`config.mk`:
```
export PLATFORM = sky130hd
export DESIGN_NAME = afifo_stream_reader
export DESIGN_NICKNAME = d
export VERILOG_FILES = /design/src/rtl/afifo_stream_reader.sv
export SDC_FILE = /design/constraint.sdc
export NUM_CORES = 1
export LEC_CHECK = 0
export CAP_MARGIN = 20
export CORE_MARGIN = 5
export CORE_UTILIZATION = 43
export DETAILED_ROUTE_END_ITERATION = 10
export PLACE_DENSITY = 0.81
export SYNTH_ARGS = -nofsm -noshare
export SYNTH_HDL_FRONTEND = slang
export SYNTH_SLANG_ARGS = --single-unit
```
`constraint.sdc`:
```
create_clock -name RDclk -period 1.8 [get_ports RDclk]
set_input_delay 0.36 -clock RDclk [delete_from_list [all_inputs] [get_ports RDclk]]
set_output_delay 0.36 -clock RDclk [all_outputs]
set_load 0.01 [all_outputs]
```
`src/rtl/afifo_stream_reader.sv`:
```
// Read-side consumer for the asynchronous FIFO: drains the FIFO read port into a
// 2-entry prefetch buffer and presents the words as a bubble-free valid/ready stream.
module afifo_stream_reader #(
  parameter int Width = 8
) (
  input  logic             RDclk,
  input  logic             reset,
  input  logic             Flush,
  input  logic             FIFOempty,
  input  logic [Width-1:0] RDdata,
  output logic             RDreq,
  output logic             OUTvalid,
  input  logic             OUTready,
  output logic [Width-1:0] OUTdata,
  output logic [1:0]       Occupancy
);

  logic [Width-1:0] mem_q [2];
  logic [Width-1:0] mem_d [2];
  logic             head_q, head_d;
  logic             tail_q, tail_d;
  logic [1:0]       count_q, count_d;
  logic             pend_q, pend_d;

  logic [1:0] used;
  logic       fire;
  logic       pop;
  logic       capture;

  assign used      = count_q + {1'b0, pend_q};
  assign OUTvalid  = (count_q != 2'd0) && !Flush;
  assign OUTdata   = (count_q != 2'd0) ? mem_q[head_q] : '0;
  assign pop       = OUTvalid && OUTready;
  // A pop this cycle frees a slot, so OUTready feeds RDreq combinationally.
  assign RDreq     = !reset && !Flush && !FIFOempty && ((used < 2'd2) || pop);
  assign fire      = RDreq && !FIFOempty;
  assign capture   = pend_q && !Flush;
  assign Occupancy = used;

  always_comb begin
    mem_d   = mem_q;
    head_d  = head_q;
    tail_d  = tail_q;
    count_d = count_q;
    pend_d  = pend_q;
    if (Flush) begin
      head_d  = 1'b0;
      tail_d  = 1'b0;
      count_d = '0;
      pend_d  = 1'b0;
    end else begin
      pend_d = fire;
      if (capture) begin
        mem_d[tail_q] = RDdata;
        tail_d        = ~tail_q;
      end
      if (pop) begin
        head_d = ~head_q;
      end
      count_d = count_q + {1'b0, capture} - {1'b0, pop};
    end
  end

  always_ff @(posedge RDclk or posedge reset) begin
    if (reset) begin
      mem_q[0] <= '0;
      mem_q[1] <= '0;
      head_q   <= 1'b0;
      tail_q   <= 1'b0;
      count_q  <= '0;
      pend_q   <= 1'b0;
    end else begin
      mem_q[0] <= mem_d[0];
      mem_q[1] <= mem_d[1];
      head_q   <= head_d;
      tail_q   <= tail_d;
      count_q  <= count_d;
      pend_q   <= pend_d;
    end
  end

endmodule

```
==> results of run 1 <==
[final timing paths]
kind	start	end	cells past startpoint
max	OUTready	RDreq	4
max in group asynchronous	reset	count_q[1]$_DFF_PP0_	4
min reg2reg	mem_q[2]$_DFFE_PP0P_	mem_q[2]$_DFFE_PP0P_	1
min	mem_q[2]$_DFFE_PP0P_	mem_q[2]$_DFFE_PP0P_	1
min in group asynchronous	reset	head_q$_DFFE_PP0P_	4
max reg2reg	count_q[1]$_DFF_PP0_	count_q[1]$_DFF_PP0_	9
[layer usage]
| metal | vias to the layer above | part of all wire | global-route usage |
|---|---|---|---|
| met5 | - | 0 | 0 |
| met4 | 0 | 0 | 0.0388 |
| met3 | 0 | 0.051 | 0.0285 |
| met2 | 19 | 0.55 | 0.268 |
| met1 | 369 | 0.40 | 0.164 |
| li1 | 366 | - | - |
[Yosys cell counts]
cell       number
dfrtp_1        21
mux2_2         17
nor2_1         13
mux2i_1         8
ha_1            3
a2111oi_0       2
buf_2           2
inv_1           2
nor2b_1         2
nand3b_2        1
nor3b_1         1
nor3b_4         1
o21ai_0         1
or2b_1          1
xnor2_1         1
xnor3_1         1
xor2_1          1
[cell type report]
type / count / area, sq um / share of cell area
Multi-Input combinational cell: 53 / 528 / 0.353
Sequential cell: 21 / 527 / 0.353
Timing Repair Buffer: 43 / 370 / 0.248
Tap cell: 28 / 35.0 / 0.0235
Clock buffer: 4 / 26.3 / 0.0176
Inverter: 2 / 7.51 / 0.00503
[kinds of logic (layout without fill, tap and decap cells)]
kind of cell | after synthesis | after routing
multiplexers | 25 | 25
flip-flops | 21 | 21
AND/OR/NAND/NOR | 19 | 19
buffers and inverters | 4 | 49
adder cells (fa/ha/maj) | 3 | 3
AO/OA/AOI/OAI | 3 | 3
XOR/XNOR | 3 | 3
[state kept, by name, indices dropped and copies added (netlist names)]
register  flops
tail_q        1
mem_q        16
head_q        1
count_q       2
pend_q        1
[metrics by stage]
step / TNS [ns] / util
after floorplan: 0 / -
after global placement: -0.990 / 0.629
after detailed placement: -1.29 / 0.629
after CTS: -0.151 / 0.650
after global routing: -0.417 / 0.669
final: -0.138 / 0.669
[report_power, final]
part           total, mW  internal [mW]  switching, mW
Clock              0.209         0.0860          0.123
Sequential         0.605          0.557         0.0482
Combinational      0.328          0.198          0.130
Total               1.14          0.841          0.301
[repair_timing]
item,in CTS,in global routing
endpoints found under the setup margin,13,12
gates resized for setup,32,22
pin swaps,1,2
setup buffers,2,3
==> results.py, run 1 <==
metrics = {
    "drt": {
        "wl_per_cell_microns": 14.3,
        "drc": 0,
        "final_antenna_net_count": 0,
        "wl_mm": 2.15,
        "viasPerCell": 4.99,
        "num_vias": 754,
        "firstDrtPassIters": 2,
        "dr.first_iter.drc_count": 4,
    },
    "worst_setup_path": {
        "critPathLaunchType": "input port",
        "cp.arrival_ns": 1.58,
        "r2r_slack_ns": 0.07,
        "path_buf_inv": 2,
        "worstPathCellList": "clkdlybuf4s50_1 > o21ai_0 > a2111oi_2 > buf_2",
        "critPathTopFamily": "buffers and inverters",
        "critical_path.max_fanout": 2,
        "path_class": "input port to primary output",
        "required_ns": 1.44,
        "max_stage_delay_ns": 0.47,
        "cp-end-kind": "primary output",
        "cp_slowest_cell": "clkdlybuf4s50_1",
    },
    "outcome": {
        "failed_checks": "negative setup slack",
        "outcome": "finished, violations left",
    },
    "synthesis": {
        "synth_area_leaders": "dfrtp_1, mux2_2, mux2i_1, nor2_1, ha_1",
        "synth-adder-area-share": 0.0368,
        "syn_nets": 94,
        "synth-simple-area-share": 0.104,
        "synth_compound_area_frac": 0.0221,
        "syn_area_sq_um": 1020,
        "synth-warning-count": 0,
        "synth_top_family_by_area": "multiplexers",
        "netlist.area_leader.share": 0.515,
        "synth_seq_cells": 21,
        "post_synth_mux_area_share": 0.266,
        "seq_area_frac_synth": 0.515,
        "avgSynthCellArea_sq_um": 13.1,
        "synthesis.instances": 78,
        "synth_top_area_cell": "dfrtp_1",
        "ys_types": 17,
        "synthXorXnorAreaFrac": 0.0392,
    },
    "clock_tree": {
        "clk_pin_slew_ns": 0.10,
        "cts_tree": "built",
        "insertion_delay_ns": 0.29,
        "cts_buffers": 3,
        "cts_max_level": 1,
        "cts.sinks": 21,
        "root_buffer": "clkbuf_4",
        "cts_hold_buf": 0,
        "clk_path_buf_depth": 2,
    },
    "placement": {
        "dpl.hpwl_mm": 1.62,
        "port_buffers": 24,
        "place_area_sq_um": 1410,
        "globalplace.congestion": 0.772,
        "dp_slack_ns": -0.507,
        "post-place-cells": 142,
    },
    "floorplan": {
        "floorplan.initialDensity": 0.457,
        "coreArea_sq_um": 2230,
        "rows": 17,
        "die_height_microns": 58.7,
        "die_w_microns": 58.7,
        "die_area_sq_um": 3450,
        "ios": 25,
    },
    "layout": {
        "final_common_cell": "dfrtp_1",
        "postLayoutCellArea_sq_um": 1490,
        "drive_above_1_share": 0.480,
        "layout_common_cells": "dfrtp_1, mux2_2, buf_4, clkdlybuf4s50_1, nor2_1",
        "area_growth_pct": 46.3,
        "fin_cells": 151,
        "fillers": 191,
        "antenna_cells": 0,
        "nets": 140,
    },
    "worst_hold_path": {
        "hp-class": "flop to flop",
    },
    "global_routing": {
        "groute.usage.overall": 0.144,
        "grt_overflow": 0,
        "grt_pass1_wl_mm": 3.80,
        "first_global_vias": 842,
        "antenna_found_initial": 0,
        "grt_max_degree": 22,
    },
    "sta": {
        "slew_headroom": 0.720,
        "setup_ws_ns": -0.138,
        "grt_setup_unrepaired": "yes",
        "finalClockSkew_ns": 0.00653,
        "tightest_slew_ns": 0.410,
        "fmax_ghz": 0.516,
        "slew_violations": 0,
        "setup_viol": 1,
        "holdWs_ns": 0.516,
        "finalCriticalPeriod_ns": 1.94,
        "finalHoldViolCount": 0,
        "timing.final.crit_share": 1.08,
    },
    "job": {
        "maxCapViolCount": 0,
    },
    "power": {
        "irDropWorstVdd_mv": 0.654,
        "report.power.total_mw": 1.14,
        "power.leakage_nw": 0.700,
        "p_per_area_nw_per_um2": 764,
    },
}
(Power assumes the default switching activity.)
==> inputs of run 2 (changes only) <==
--- a/config.mk
+++ b/config.mk
@@ -8,6 +8,7 @@
 export CAP_MARGIN = 20
 export CORE_MARGIN = 5
 export CORE_UTILIZATION = 43
+export CTS_BUF_LIST = sky130_fd_sc_hd__clkbuf_8 sky130_fd_sc_hd__clkbuf_16
 export DETAILED_ROUTE_END_ITERATION = 10
 export PLACE_DENSITY = 0.81
 export SYNTH_ARGS = -nofsm -noshare
==> results.py, run 2 (synthesized netlist as in run 1, its figures left out) <==
metrics = {
    "sta": {
        "finalCriticalPeriod_ns": 1.86,
        "setup_viol": 2,
        "setup_ws_ns": -0.0642,
        "tightest_slew_ns": 0.409,
        "finalHoldViolCount": 0,
        "slew_violations": 0,
        "grt_setup_unrepaired": "yes",
        "slew_headroom": 0.720,
        "timing.final.crit_share": 1.04,
        "fin_tns_setup_ns": -0.0702,
        "finalClockSkew_ns": 0.00363,
        "fmax_ghz": 0.536,
    },
    "outcome": {
        "outcome": "finished, violations left",
        "failed_checks": "negative setup slack",
    },
    "drt": {
        "wl_mm": 2.22,
        "dr.first_iter.drc_count": 3,
        "wl_per_cell_microns": 15.1,
        "firstDrtPassIters": 4,
        "viasPerCell": 5.11,
        "drc": 0,
        "num_vias": 751,
        "final_antenna_net_count": 0,
    },
    "clock_tree": {
        "cts_tree": "built",
        "cts_buffers": 3,
        "clk_pin_slew_ns": 0.07,
        "cts_max_level": 1,
        "insertion_delay_ns": 0.26,
        "root_buffer": "clkbuf_8",
        "cts.sinks": 21,
        "clk_path_buf_depth": 2,
        "cts_hold_buf": 0,
    },
    "layout": {
        "drive_above_1_share": 0.378,
        "area_growth_pct": 44.1,
        "layout_common_cells": "dfrtp_1, mux2_2, nor2_1, buf_4, clkdlybuf4s50_1",
        "regMostFlops": "mem_q",
        "post-route-util": 0.659,
        "fin_cells": 147,
        "largest_reg_flops": 16,
        "reg_top3": "mem_q (16), count_q (2)",
        "final_common_cell": "dfrtp_1",
        "nets": 136,
        "antenna_cells": 0,
    },
    "worst_setup_path": {
        "regToRegStartpoint": "count_q[1]$_DFF_PP0_",
        "cp-end-kind": "primary output",
        "critical_path.max_fanout": 2,
        "required_ns": 1.44,
        "startpoint": "pend_q$_DFF_PP0_",
        "path_class": "flop to primary output",
        "cp.arrival_ns": 1.50,
        "reg2reg_depth": 9,
        "critPathLaunchType": "flop",
    },
    "global_routing": {
        "grt_max_degree": 22,
        "grt_pass1_wl_mm": 3.88,
        "groute.usage.overall": 0.149,
        "met1_usage": 0.171,
        "grt_overflow": 0,
        "grt-busiest-layer": "met2",
        "grtUsageMet3": 0.0263,
        "antenna_found_initial": 0,
        "use_met2": 0.274,
        "first_global_vias": 842,
    },
    "power": {
        "power.leakage_nw": 0.698,
        "irDropWorstVdd_mv": 0.627,
        "p_per_area_nw_per_um2": 821,
    },
    "floorplan": {
        "die_height_microns": 58.7,
        "floorplan.initialDensity": 0.457,
        "coreArea_sq_um": 2230,
        "ios": 25,
        "die_w_microns": 58.7,
        "rows": 17,
        "die_area_sq_um": 3450,
    },
    "placement": {
        "dp_slack_ns": -0.507,
        "post-place-cells": 142,
        "globalplace.congestion": 0.772,
        "dpl.hpwl_mm": 1.62,
        "port_buffers": 24,
    },
    "job": {
        "maxCapViolCount": 0,
    },
    "worst_hold_path": {
        "hp-class": "flop to flop",
        "min_from": "mem_q[2]$_DFFE_PP0P_",
        "whs_path_depth": 1,
    },
}
==> run 2: changes by cell type in the layout (fill, tap and decap cells not counted), sizes merged <==
cell and change:
buf -6, clkbuf -5, clkdlybuf4s15 +3, dlygate4sd2 +3
inv +1
==> run 2: path summary, 6_finish.rpt <==
| kind | to | slack [ns] |
|---|---|---|
| worst max-delay path | RDreq | -0.06 |
| worst min-delay path | mem_q[2]$_DFFE_PP0P_ | 0.51 |
| worst max register to register | count_q[1]$_DFF_PP0_ | 0.09 |
| worst min register to register | mem_q[2]$_DFFE_PP0P_ | 0.51 |
| max in group asynchronous | count_q[1]$_DFF_PP0_ | 0.96 |
| min in group asynchronous | pend_q$_DFF_PP0_ | 0.63 |
==> run 2: final cells by class <==
type,count,area [sq um]
clock buffer,3,41.3
clock inverter,1,3.75
fill,190,762
inverter,2,7.51
multi-input combinational,53,507
sequential,21,526
tap,28,35.0
timing repair buffer,39,352
==> run 2: through the flow <==
| stage | cell area, sq um | power, mW | hold slack [ns] |
|---|---|---|---|
| finish | 1470 | 1.21 | 0.510 |
| global route | 1470 | 1.28 | 0.523 |
| CTS | 1460 | 1.21 | 0.511 |
| detailed placement | 1410 | 0.924 | 0.495 |
| global placement | 1410 | 0.904 | 0.487 |
| floorplan | 1020 | 0.773 | 0.337 |
==> run 2: timing repair <==
item | CTS | global route
setup endpoints to repair | 13 | 6
resized for setup | 26 | 9
setup buffers | 1 | 0
pin swaps | 1 | 0
==> run 2: worst max-delay path, stage by stage, from the launching register on <==
cell       delay (ns)
dfrtp_1          0.41
ha_2             0.19
xor2_2           0.16
a2111oi_2        0.29
buf_2            0.19
==> run 2: layer usage <==
layer  vias to the layer above  wire [microns]
li1                        354               -
met4                         0              22
met1                       373             931
met3                         2             104
met2                        22            1160
met5                         -               0
==> run 2: where the power goes <==
part           switching (mW)  internal, mW
Clock                   0.142         0.152
Combinational           0.122         0.186
Sequential             0.0487         0.558
